## src/rtl/vdma_base_addr_pkg.sv

```systemverilog
// vdma_base_addr_pkg: FSM state encodings and shift-add step count shared by frame_base_addr.
package vdma_base_addr_pkg;
    typedef enum logic [1:0] {IDLE, WAIT, MUL, OUT} state_t;
    localparam int MUL_STEPS = 3;
    localparam int STEP_W    = 2;
endpackage

```

## src/rtl/frame_base_addr.sv

```systemverilog
// frame_base_addr: per-frame base address BASE_ADDR + idx*FRAME_BYTES via a 3-step serial shift-add.
// Optional sticky overrun output enabled by defining FRAME_OVERRUN_EN.
module frame_base_addr
    import vdma_base_addr_pkg::*;
#(
    parameter int                ADDR_W      = 32,
    parameter logic [ADDR_W-1:0] BASE_ADDR   = ADDR_W'(32'h1000_0000),
    parameter logic [ADDR_W-1:0] FRAME_BYTES = ADDR_W'(32'h0020_0000),
    parameter int                NUM_BUF     = 5
) (
    input  logic              clk,
    input  logic              rst,
    input  logic              frame_sync,
    input  logic [2:0]        idx,
    output logic              addr_valid,
    input  logic              addr_ready,
    output logic [ADDR_W-1:0] addr,
    output logic              busy,
    output logic              idx_err,
    output logic [15:0]       frame_cnt
`ifdef FRAME_OVERRUN_EN
    ,
    output logic              overrun
`endif
);
    state_t              r_state, w_next;
    logic [STEP_W-1:0]   r_step;
    logic [2:0]          r_idx;
    logic [ADDR_W-1:0]   r_acc, r_addr, w_sum;
    logic                r_err, w_idx_bad, w_last;
    logic [15:0]         r_cnt;

    assign w_idx_bad = int'(idx) >= NUM_BUF;
    assign w_last    = r_step == STEP_W'(MUL_STEPS - 1);
    assign w_sum     = r_acc + (r_idx[r_step] ? (FRAME_BYTES << r_step) : '0);

    always_ff @(posedge clk) begin
        if (rst) r_state <= IDLE;
        else     r_state <= w_next;
    end

    always_comb begin
        w_next = r_state;
        case (r_state)
            IDLE:    w_next = frame_sync ? WAIT : IDLE;
            WAIT:    w_next = MUL;
            MUL:     w_next = w_last ? OUT : MUL;
            OUT:     w_next = addr_ready ? IDLE : OUT;
            default: w_next = IDLE;
        endcase
    end

    // idx is sampled in WAIT because the upstream encoder lags frame_sync by a cycle
    always_ff @(posedge clk) begin
        if (rst) begin
            r_step <= '0;
            r_idx  <= '0;
            r_acc  <= '0;
            r_addr <= BASE_ADDR;
            r_err  <= 1'b0;
            r_cnt  <= '0;
        end else begin
            r_err <= (r_state == WAIT) && w_idx_bad;
            if (r_state == WAIT) begin
                r_idx  <= w_idx_bad ? 3'd0 : idx;
                r_acc  <= BASE_ADDR;
                r_step <= '0;
            end
            if (r_state == MUL) begin
                r_acc  <= w_sum;
                r_step <= r_step + 1'b1;
                if (w_last) r_addr <= w_sum;
            end
            if (r_state == OUT && addr_ready) r_cnt <= r_cnt + 1'b1;
        end
    end

`ifdef FRAME_OVERRUN_EN
    logic r_ovr;
    always_ff @(posedge clk) begin
        if (rst)                               r_ovr <= 1'b0;
        else if (frame_sync && r_state != IDLE) r_ovr <= 1'b1;
    end
    assign overrun = r_ovr;
`endif

    assign addr_valid = r_state == OUT;
    assign busy       = r_state != IDLE;
    assign addr       = r_addr;
    assign idx_err    = r_err;
    assign frame_cnt  = r_cnt;
endmodule

```

## config.mk

```make
export PLATFORM = sky130hd
export DESIGN_NAME = frame_base_addr
export DESIGN_NICKNAME = d
export VERILOG_FILES = /design/src/rtl/vdma_base_addr_pkg.sv /design/src/rtl/frame_base_addr.sv
export SDC_FILE = /design/constraint.sdc
export NUM_CORES = 1
export LEC_CHECK = 0
export ABC_AREA = 1
export BUFFER_PORTS_ARGS = -buffer_cell sky130_fd_sc_hd__buf_2
export CAP_MARGIN = 20
export CELL_PAD_IN_SITES_DETAIL_PLACEMENT = 0
export CELL_PAD_IN_SITES_GLOBAL_PLACEMENT = 1
export CORE_UTILIZATION = 39
export CTS_BUF_LIST = sky130_fd_sc_hd__clkbuf_8
export DETAILED_ROUTE_END_ITERATION = 10
export HOLD_SLACK_MARGIN = 0.05
export PLACE_DENSITY = 0.82
export SYNTH_ARGS = -nofsm -noshare
export SYNTH_HDL_FRONTEND = slang
export SYNTH_SLANG_ARGS = --single-unit
```

## constraint.sdc

```tcl
create_clock -name clk -period 2.6 [get_ports clk]
set_input_delay 0.39 -clock clk [delete_from_list [all_inputs] [get_ports clk]]
set_output_delay 0.39 -clock clk [all_outputs]
set_load 0.02 [all_outputs]
```

; ---- Yosys cells after proc, flatten, opt, wreduce, memory -nomap -nowiden
; Cells that the tools add are included.
[word_totals]
ff_bits = 88
in_bits = 7
out_inout_bits = 51
elab_cells = 35
[op_classes]
addsub = 3
n_lt_le_gt_ge = 2
eq_ne = 4
shift = 1
mux = 12
n_reduce_logical = 6
[ops]
columns = operator, count
row1 = 32-bit two-way mux, 3
row2 = 32-bit adder, 1
row3 = 22-bit by 2-bit << shifter with 32-bit output (first input constant), 1
row4 = 16-bit by 1-bit adder with 16-bit output (second input constant), 1
row5 = 2-bit one-hot mux with 4 select lines, 1
row6 = 2-bit == test (second input constant), 3
row7 = 2-bit two-way mux, 3
row8 = 2-bit nonzero test, 2
row9 = 3-bit greater-or-equal comparator (second input constant), 1
row10 = 2-bit by 3-bit < comparator with 1-bit output (second input constant), 1
row11 = 1-bit two-way mux, 3
row12 = 3-bit two-way mux, 1
row13 = 2-bit by 1-bit adder with 2-bit output (second input constant), 1
row14 = 1-bit binary-select mux with 2-bit select, 1
row15 = 2-bit by 1-bit == test with 1-bit output (second input constant), 1
row16 = 1-bit logical AND, 2
row17 = 2-bit zero test, 1
row18 = 2-bit AND reduction, 1

; ---- Depth between registers and ports, before layout
; Gate-level depths: netlist of run 1.
[depth]
ltp_word = 5
ltp_mapped = 16
ltp_nobuf = 16

; ---- Worst setup path before layout of run 1
; No wires, ideal clock.
[synth_timing]
kind = register to register
start = reg r_step[0]
end = reg r_addr[25], in the netlist addr[25]
setup_time_ns = 0.116
arrival_ns = 2.007
t_required_ns = 2.484
setup_slack_ns = 0.478
stages_incl_launch_ff = 13
path_buffers = 0
synth_period_minus_slack_ns = 2.122
cell_sequence = dfxtp_1 inv_1 nand2_1 a21oi_1 a31oi_1 nor2_1 ha_1 fa_1 nand3_1 nand3_1 xor2_1 o21ai_0 inv_1
[synth_via]
elab_chain_len = 4
elab_cells_between_ends = 7
cone_classes = add/sub (1) / eq/ne (1) / shift (1) / mux (3) / reduce/logical (1)
[synth_rtl]
columns = item, line
row1 = start: declaration, frame_base_addr.sv:27  ; logic [STEP_W-1:0] r_step;
row2 = start signal: assignment, frame_base_addr.sv:71  ; r_step <= r_step + 1'b1;
row3 = 1-bit binary-select mux with 2-bit select, frame_base_addr.sv:35  ; assign w_sum = r_acc + (r_idx[r_step] ? (FRAME_BYTES << r_step) : '0);
row4 = 1-bit two-way mux (not written as such), frame_base_addr.sv:35
row5 = 32-bit two-way mux, frame_base_addr.sv:35
row6 = 32-bit adder, frame_base_addr.sv:35
row7 = end signal: assignment, frame_base_addr.sv:72  ; if (w_last) r_addr <= w_sum;
row8 = end: declaration, frame_base_addr.sv:29  ; logic [ADDR_W-1:0] r_acc, r_addr, w_sum;
; Parallel ways exist; a longest one is shown, timed or not. The select of a mux whose other input is x is not followed.
; A chain may end at the register's enable or synchronous reset.

; ---- Worst setup path after layout of run 1
; Same ends and word-level chain as after synthesis.

==> out/results.ini, run 1 <==
[critical_path]
crit_buf_inv = 2
cp.arrival_ns = 2.48
worst_setup_path_end_kind = flip-flop
r2r_start = r_step[0]$_SDFFE_PP0P_
path_class = flip-flop to flip-flop
path_max_fanout = 6
max_stage_delay_ns = 0.45
r2r_setup_slack_ns = 0.32
crit_path_top_delay_cell = fa_1
path_delay_family = adder cells
startpoint_type = flip-flop
worstPathRequired_ns = 2.80
reg2reg_to = addr[25]$_SDFFE_PP0P_
reg2regPathDepth = 12
path_cells = inv_1 > nand2_1 > a21oi_1 > a31oi_2 > nor2_1 > ha_1 > fa_1 > nand3_1 > nand3_1 > xor2_1 > o21ai_0 > inv_1

[timing]
fin_crit_ns = 2.28
rsz0062_at_grt = no
setup_viol = 0
clock_skew_ns = 0.00861
worst_slack_ns = 0.321
finalCritPeriodShare = 0.877
maxSlewHeadroom = 0.632
fmax_mhz = 439
drv_slew = 0
tightest_slew_ns = 0.551
finalHoldViolCount = 0
hold_ws_ns = 0.331
setup-tns-final_ns = 0

[detailed_routing]
firstDrtPassIters = 4
antenna_left = 0
drtIter0Drc = 84
vias_per_cell = 4.57
drc_errors = 0
wl_per_cell_um = 10.9
drt_wl_total_um = 5230
vias = 2194

[pwr]
p_sw_frac = 0.273
power_switching_mw = 0.364
power.internal_mw = 0.969
power.leakage_nw = 1.43
vdd_drop_max_uv = 290
power_frac_comb = 0.107
power_mw = 1.33
pwr-share-clk = 0.347
power_per_cell_area_mw_per_mm2 = 471
p_seq_frac = 0.547

[synthesis]
syn_area_sq_mm = 0.00256
synth_top_area_share = 0.359
synthesis.instances = 365
avgSynthCellArea_sq_um = 7.02
synth-edff-count = 0
ys_seq_area_frac = 0.359
synthTopCellsByArea = dfxtp_1, nand2_1, ha_1
ys_warn_count = 0
netlist-cell-type-count = 32
yosys_most_used_dff = dfxtp_1
synth_seq_cells = 46
yosysTopAreaCell = dfxtp_1
synthArstFlopShare = 0

[global_routing]
grt_usage = 0.161
grt_pass1_wl_um = 9250
overflow = 0
grt_max_degree = 29
grt_pass1_vias = 2033
grt_antenna_before_repair = 0

[place]
io_buffers = 36
dp_hpwl_um = 3750
dp.cells = 472
place_ws_ns = 0.282
gp_congestion = 0.762

[min_path]
hold_depth = 3
hold_start = idx[1]
holdPathEnd = r_idx[1]$_SDFFE_PP0P_
hold_path.class = primary input to flip-flop

[clock_tree]
cts_tree = yes
cts_num_sinks = 46
htree_num_levels = 2
post_cts_buffers = 0
clk_pin_slew_ns = 0.09
cts_buffer_depth = 2
clock_latency_ns = 0.30
cts_made_buffers = 5
root_buffer = clkbuf_8

[cells_and_area]
n_fill_cell = 652
insertedDiodeCount = 0
final_common_cell = nand2_1
area_growth_pct = 10.5
drive_gt1_frac = 0.146
layout_common_cells = nand2_1, dfxtp_1, inv_1, nor2_1, buf_2
final_nets = 424
final_cells = 480

[die]
chipWidth_um = 83.1
die_y_um = 83.1
initial_utilization = 0.404
dieArea_sq_mm = 0.00690
num_rows = 29
fp.coreArea_sq_mm = 0.00635
num_io_pins = 58

[run]
drv_cap = 0

[status]
run_status = finished, final reports clean

-- synth_stat cells, drive strengths merged, types with 3 or more instances --
cell type and instances:
nand2 90, o21ai 20, xor2 5, dfxtp 46, nor3 5, nand4 4, inv 45, a21o 3
a21oi 27, nand3 19, ha 14, buf 24, clkbuf 4, nor2 48
-- worst reg2reg max path, cell delays in order (launching register included) --
cell	delay, ns
dfxtp_1	0.38
inv_1	0.13
nand2_1	0.08
a21oi_1	0.07
a31oi_2	0.22
nor2_1	0.08
ha_1	0.24
fa_1	0.45
nand3_1	0.11
nand3_1	0.08
xor2_1	0.15
o21ai_0	0.15
inv_1	0.05
-- stage by stage --
step           area, sq um   util
2_1_floorplan         2640      -
3_3_place_gp          2730  0.430
3_5_place_dp          2730  0.430
4_1_cts               2830  0.445
5_1_grt               2830  0.446
6_report              2830  0.446
-- power groups by stage --
stage	clock (mW)	sequential [mW]	combinational [mW]
after floorplan	0	0.744	0.134
after global placement	0	0.746	0.141
after detailed placement	0	0.745	0.142
after CTS	0.479	0.729	0.143
after global routing	0.510	0.731	0.162
final	0.462	0.729	0.142
-- flip-flops by register name, summed over array words and instances (netlist names) --
register,cells
r_state,2
idx_err,1
frame_cnt,16
r_idx,3
addr,11
r_acc,11
r_step,2
-- metal layers --
layer / global-route usage / up-vias / wire, um
li1: - / 1179 / -
met1: 0.219 / 961 / 2670
met5: 0 / - / 0
met4: 0.0470 / 0 / 55
met2: 0.258 / 49 / 2300
met3: 0.0348 / 5 / 206
-- kinds of logic (layout without fill, tap and decap cells) --
| logic type | Yosys count | count (layout) | synth area share |
|---|---|---|---|
| AO/OA/AOI/OAI | 53 | 53 | 0.108 |
| flip-flops | 46 | 46 | 0.359 |
| other | 1 | 21 | 0.00146 |
| adder cells (fa/ha/maj) | 15 | 15 | 0.0762 |
| buffers and inverters | 73 | 91 | 0.143 |
| AND/OR/NAND/NOR | 171 | 171 | 0.291 |
| XOR/XNOR | 6 | 6 | 0.0205 |
-- layout make-up --
cell class	instances	area [sq um]	area share
clock inverters	2	12.5	0.00442
well taps	77	96.3	0.0340
inverters	45	169	0.0596
multi-input cells	266	1360	0.479
flip-flops and latches	46	921	0.325
repair buffers	38	195	0.0689
clock buffers	6	82.6	0.0292
-- worst max-delay path by stage --
stage	slack, ns	end	start	cells past startpoint
floorplan	0.48	addr[25]$_SDFFE_PP0P_	r_step[0]$_SDFFE_PP0P_	12
global placement	0.35	addr[25]$_SDFFE_PP0P_	r_step[0]$_SDFFE_PP0P_	12
detailed placement	0.28	addr[25]$_SDFFE_PP0P_	r_step[0]$_SDFFE_PP0P_	12
CTS	0.27	addr[25]$_SDFFE_PP0P_	r_step[0]$_SDFFE_PP0P_	12
global route	0.03	r_acc[25]$_SDFFE_PP0P_	r_step[0]$_SDFFE_PP0P_	12
finish	0.32	addr[25]$_SDFFE_PP0P_	r_step[0]$_SDFFE_PP0P_	12
-- repair_timing --
| action | in CTS | in global routing |
|---|---|---|
| setup endpoints to repair | 0 | 1 |
| resized for setup | 0 | 1 |
| hold buffers | 0 | 0 |
(Power assumes the default switching activity.)
==> inputs of run 2 (changes only) <==
ABC_CLOCK_PERIOD_IN_PS = 2600   (was default)
BUFFER_PORTS_ARGS = -buffer_cell sky130_fd_sc_hd__buf_4   (was -buffer_cell sky130_fd_sc_hd__buf_2)
==> out/results.ini, run 2 (synthesis gave the netlist of run 1 again) <==
[status]
run_status = finished, final reports clean

[cells_and_area]
final_cells = 478  ; -0.42%
insertedDiodeCount = 0  ; unchanged
n_fill_cell = 647  ; -0.77%
largest_reg_flops = 16  ; unchanged
final_nets = 423  ; -0.24%
drive_gt1_frac = 0.135  ; -0.0117
final_common_cell = nand2_1
layout_common_cells = nand2_1, inv_1, dfxtp_1
area_growth_pct = 12.8
design_area_sq_mm = 0.00289  ; +2.0%

[clock_tree]
cts_made_buffers = 5  ; unchanged
root_buffer = clkbuf_8
htree_num_levels = 2  ; unchanged
post_cts_buffers = 0  ; unchanged
clock_latency_ns = 0.30  ; about the same
hold_buffers = 0  ; unchanged
cts_tree = yes
cts_buffer_depth = 2  ; unchanged
cts_num_sinks = 46  ; unchanged
clk_pin_slew_ns = 0.09  ; about the same
ctsResizeCount = 0  ; unchanged

[timing]
tightest_slew_ns = 0.571  ; +0.0197 ns
hold_ws_ns = 0.327  ; -0.00355 ns
maxSlewHeadroom = 0.619  ; -0.0132
setup-tns-final_ns = 0  ; unchanged
setup_viol = 0  ; unchanged
finalCritPeriodShare = 0.900  ; +0.0232
drv_slew = 0  ; unchanged
finalHoldViolCount = 0  ; unchanged
clock_skew_ns = 0.00780  ; -0.000811 ns
fin_crit_ns = 2.34  ; +0.0604 ns
rsz0062_at_grt = no
fmax_mhz = 427  ; -2.6%

[detailed_routing]
vias_per_cell = 4.57  ; about the same
vias = 2186  ; -0.36%
firstDrtPassIters = 4  ; unchanged
drtIter0Drc = 86  ; +2.4%
drt_wl_total_um = 5280  ; +0.94%
antenna_left = 0  ; unchanged
wl_per_cell_um = 11.0  ; +1.4%
drc_errors = 0  ; unchanged

[global_routing]
grt_max_degree = 30  ; +3.4%
grt_pass1_vias = 1953  ; -3.9%
grt_pass1_wl_um = 9180  ; -0.68%
overflow = 0  ; unchanged
grt_antenna_before_repair = 0  ; unchanged
grt_usage = 0.163  ; +0.00212

[min_path]
hold_depth = 3  ; unchanged
hold_path.class = primary input to flip-flop

[die]
die_y_um = 83.1  ; unchanged
fp.coreArea_sq_mm = 0.00635  ; unchanged
num_io_pins = 58  ; unchanged
num_rows = 29  ; unchanged
dieArea_sq_mm = 0.00690  ; unchanged
initial_utilization = 0.404  ; unchanged
chipWidth_um = 83.1  ; unchanged

[critical_path]
crit_path_top_delay_cell = fa_1
max_stage_delay_ns = 0.45  ; about the same
worst_setup_path_end_kind = flip-flop
startpoint_type = flip-flop
reg2regPathDepth = 12  ; unchanged
worstPathRequired_ns = 2.80  ; about the same
cp.arrival_ns = 2.54  ; +0.06 ns
path_class = flip-flop to flip-flop
path_max_fanout = 6  ; unchanged
path_cells = inv_1 > nand2_1 > a21oi_1 > a31oi_1 > nor2_1 > ha_1 > fa_1 > nand3_1 > nand3_1 > xor2_1 > o21ai_0 > inv_1

[place]
dpl_cell_area_sq_mm = 0.00281  ; +3.0%
dp.cells = 471  ; -0.21%
gp_congestion = 0.784  ; +2.8%
dp_hpwl_um = 3790  ; +0.97%
io_buffers = 36  ; unchanged

[run]
drv_cap = 0  ; unchanged

[pwr]
power_per_cell_area_mw_per_mm2 = 447  ; -5.1%
power.leakage_nw = 1.43  ; -0.15%
power_mw = 1.29  ; -3.2%
vdd_drop_max_uv = 254  ; -13%

-- run 2: final timing paths --
check / from / to / slack [ns]
max: r_step[0]$_SDFFE_PP0P_ / addr[25]$_SDFFE_PP0P_ / 0.26
min: idx[1] / r_idx[1]$_SDFFE_PP0P_ / 0.33
max reg2reg: r_step[0]$_SDFFE_PP0P_ / addr[25]$_SDFFE_PP0P_ / 0.26
min reg2reg: r_acc[24]$_SDFFE_PP0P_ / r_acc[24]$_SDFFE_PP0P_ / 0.48
-- run 2: metal layers --
layer | up-vias | GRT usage | routed length, um
met2 | 51 | 0.253 | 2230
li1 | 1179 | - | -
met3 | 5 | 0.0388 | 227
met1 | 951 | 0.229 | 2770
met5 | - | 0 | 0
met4 | 0 | 0.0423 | 48
-- run 2: worst max-delay path, delay by kind of cell (launching register included) --
kind	cells	cell delay, ns
buffers and inverters	2	0.17
XOR/XNOR	1	0.16
adder cells (fa/ha/maj)	2	0.69
AO/OA/AOI/OAI	3	0.48
flip-flops	1	0.39
AND/OR/NAND/NOR	4	0.35
-- run 2: layout make-up --
cell class | count | area, sq um | area share
multi-input combinational | 266 | 1350 | 0.467
inverter | 45 | 169 | 0.0584
timing repair buffer | 37 | 278 | 0.0961
tap | 77 | 96.3 | 0.0333
clock inverter | 2 | 7.51 | 0.00260
clock buffer | 5 | 68.8 | 0.0238
sequential | 46 | 921 | 0.319
-- run 2: power breakdown --
part | internal [mW] | switching, mW | total [mW]
logic | 0.0399 | 0.106 | 0.146
registers | 0.718 | 0.0113 | 0.730
clock network | 0.178 | 0.237 | 0.415
total | 0.936 | 0.355 | 1.29
-- run 2: metrics by stage --
stage	utilization	setup WS, ns
global placement	0.443	0.355
floorplan	-	0.478
detailed placement	0.443	0.257
global route	0.455	0.0107
finish	0.455	0.261
CTS	0.455	0.241
==> inputs of run 3 (changes only) <==
ABC_AREA = default   (was 1)
CAP_MARGIN = default   (was 20)
CORE_UTILIZATION = 41   (was 39)
==> out/results.ini, run 3 <==
[clock_tree]
clk_pin_slew_ns = 0.08  ; about the same
cts_tree = yes
clock_latency_ns = 0.30  ; about the same
cts_buffer_depth = 2  ; unchanged
root_buffer = clkbuf_8
ctsResizeCount = 0  ; unchanged
cts_made_buffers = 5  ; unchanged
htree_num_levels = 2  ; unchanged
post_cts_buffers = 0  ; unchanged
hold_buffers = 0  ; unchanged
cts_num_sinks = 46  ; unchanged

[die]
fp.coreArea_sq_mm = 0.00596  ; -6.2%
dieArea_sq_mm = 0.00656  ; -4.9%
initial_utilization = 0.430  ; +0.0261
num_rows = 28  ; -3.4%
die_y_um = 81  ; -2.5%
num_io_pins = 58  ; unchanged
chipWidth_um = 81  ; -2.5%

[cells_and_area]
insertedDiodeCount = 0  ; unchanged
final_util = 0.493  ; +0.0381
final_nets = 354  ; -16%
drive_gt1_frac = 0.186  ; +0.0515
layout_common_cells = dfxtp_1, buf_4, nand2_1
final_cells = 408  ; -15%
largest_reg_flops = 16  ; unchanged
final_common_cell = dfxtp_1
area_growth_pct = 14.8

[status]
run_status = finished, final reports clean

[synthesis]
netlist-cell-type-count = 51  ; +59%
ys_warn_count = 0  ; unchanged
synth_fa_ha_area_frac = 0.0763  ; +0.000112
synthXorXnorAreaFrac = 0.0548  ; +0.0343
yosysMostFrequentCell = dfxtp_1
synth_top_area_share = 0.360  ; +0.000527
synth-edff-count = 0  ; unchanged
syn_area_sq_mm = 0.00256  ; -0.15%
synth-compound-area-share = 0.132  ; +0.0231
yosys_most_used_dff = dfxtp_1
yosys.area_share.simple = 0.262  ; -0.0294
synth_mux_area_frac = 0.0127  ; +0.0127
synth_common_cells = dfxtp_1, nand2_1, nor2_1
synth_seq_cells = 46  ; unchanged
yosysTopAreaCell = dfxtp_1
synth_top_family_by_area = simple AND/OR/NAND/NOR gates
ys_seq_area_frac = 0.360  ; +0.000527
synthArstFlopShare = 0  ; unchanged
avgSynthCellArea_sq_um = 8.67  ; +24%
synthTopCellsByArea = dfxtp_1, ha_1, buf_4
synthesis.instances = 295  ; -19%

[place]
gp_congestion = 0.801  ; +2.2%
place_ws_ns = 0.00475  ; -0.252 ns
io_buffers = 36  ; unchanged
dp_hpwl_um = 3640  ; -3.9%
dp.cells = 400  ; -15%

[critical_path]
path_cells = mux2i_2 > a21oi_2 > and2_1 > ha_1 > fa_2 > a211o_1 > and4_4 > nor4b_1 > a311o_1
reg2regPathDepth = 9  ; -3
path_class = flip-flop to flip-flop
r2r_start = r_step[0]$_SDFFE_PP0P_
crit_path_top_delay_cell = dfxtp_4
max_stage_delay_ns = 0.38  ; -0.07 ns
startpoint_type = flip-flop
reg2reg_to = r_acc[29]$_SDFFE_PP0P_
worstPathRequired_ns = 2.78  ; -0.02 ns
path_max_fanout = 5  ; -1
cp.arrival_ns = 2.65  ; +0.11 ns
worst_setup_path_end_kind = flip-flop
r2r_setup_slack_ns = 0.13  ; -0.13 ns

[detailed_routing]
firstDrtPassIters = 4  ; unchanged
wl_per_cell_um = 12.7  ; +15%
vias = 2080  ; -4.8%
drt_wl_total_um = 5160  ; -2.2%
antenna_left = 0  ; unchanged
vias_per_cell = 5.10  ; +11%
drtIter0Drc = 145  ; +69%
drc_errors = 0  ; unchanged

[pwr]
vdd_drop_max_uv = 203  ; -20%
power.leakage_nw = 1.23  ; -14%
power_per_cell_area_mw_per_mm2 = 448  ; +0.30%

[timing]
setup_viol = 0  ; unchanged
finalHoldViolCount = 0  ; unchanged
tightest_slew_ns = 0.607  ; +0.0355 ns
maxSlewHeadroom = 0.596  ; -0.0233
drv_slew = 0  ; unchanged
fin_crit_ns = 2.47  ; +0.126 ns
finalCritPeriodShare = 0.948  ; +0.0486
fmax_mhz = 406  ; -5.1%
rsz0062_at_grt = no
setup-tns-final_ns = 0  ; unchanged
clock_skew_ns = 0.00975  ; +0.00195 ns
worst_slack_ns = 0.134  ; -0.126 ns

[min_path]
hold_depth = 3  ; unchanged
hold_path.class = primary input to flip-flop
hold_start = frame_sync
holdPathEnd = r_state[0]$_SDFF_PP0_

[global_routing]
overflow = 0  ; unchanged
grt_pass1_wl_um = 8350  ; -9.1%
grt_usage = 0.164  ; about the same
grt_antenna_before_repair = 0  ; unchanged
grt_max_degree = 48  ; +60%
grt_pass1_vias = 1794  ; -8.1%

[run]
drv_cap = 0  ; unchanged

[run 3: changes by cell type in the layout (fill, tap and decap cells not counted), sizes merged, moves of 5 or more]
cell | before | now
and2 | 0 | 7
and4 | 0 | 5
inv | 47 | 10
nand2 | 90 | 26
nand4 | 4 | 10
nor2 | 48 | 24
o21ai | 20 | 5
or3 | 0 | 5
xor2 | 5 | 11
[run 3: cell families (layout without fill, tap and decap cells)]
group,Yosys count,in the layout
mux,3,3
xor+xnor,16,16
buf+inv,41,59
other cells,1,21
simple gates,122,122
compound gates,51,51
flops,46,46
fa+ha+maj,15,15
[run 3: power by group]
part	internal (mW)	switching, mW	leakage (nW)
clock network	0.280	0.238	0.0607
logic	0.0205	0.0669	0.797
registers	0.707	0.00395	0.372
[run 3: stage by stage]
stage               hold slack [ns]  power [mW]  cell area (sq um)
global route                  0.352        1.37               2940
global placement              0.445       0.815               2810
detailed placement            0.453       0.815               2810
floorplan                     0.443       0.818               2630
CTS                           0.335        1.33               2920
finish                        0.337        1.32               2940
[run 3: area by class of cell]
type	count	area (sq um)
clock inverters	3	37.5
inverters	10	37.5
repair buffers	41	308
clock buffers	5	68.8
multi-input cells	228	1470
flip-flops and latches	46	926
fillers	602	3020
well taps	75	93.8
[run 3: worst max path at each step]
stage / startpoint / endpoint / slack, ns / depth (start not counted)
finish: r_step[0]$_SDFFE_PP0P_ / r_acc[29]$_SDFFE_PP0P_ / 0.13 / 9
global route: r_step[0]$_SDFFE_PP0P_ / r_acc[29]$_SDFFE_PP0P_ / 0.04 / 10
floorplan: r_step[0]$_SDFFE_PP0P_ / r_acc[29]$_SDFFE_PP0P_ / 0.09 / 10
detailed placement: r_step[0]$_SDFFE_PP0P_ / r_acc[29]$_SDFFE_PP0P_ / 0.005 / 10
CTS: r_step[0]$_SDFFE_PP0P_ / r_acc[29]$_SDFFE_PP0P_ / 0.005 / 10
global placement: r_step[0]$_SDFFE_PP0P_ / r_acc[29]$_SDFFE_PP0P_ / 0.09 / 10
[run 3: metal layers]
layer	GRT usage	vias to the layer above	part of all wire
met3	0.0337	5	0.041
met5	0	-	0
met4	0.0429	0	0.011
li1	-	1082	-
met1	0.218	946	0.49
met2	0.267	47	0.46
[run 3: worst max-delay path, delay by kind of cell, from the launching register on]
kind                       cells  cell delay, ns
muxes                          1            0.23
adders and majority gates      2            0.56
DFF                            1            0.38
and+or+nand+nor                3            0.49
AOI/OAI and AO/OA              3            0.68
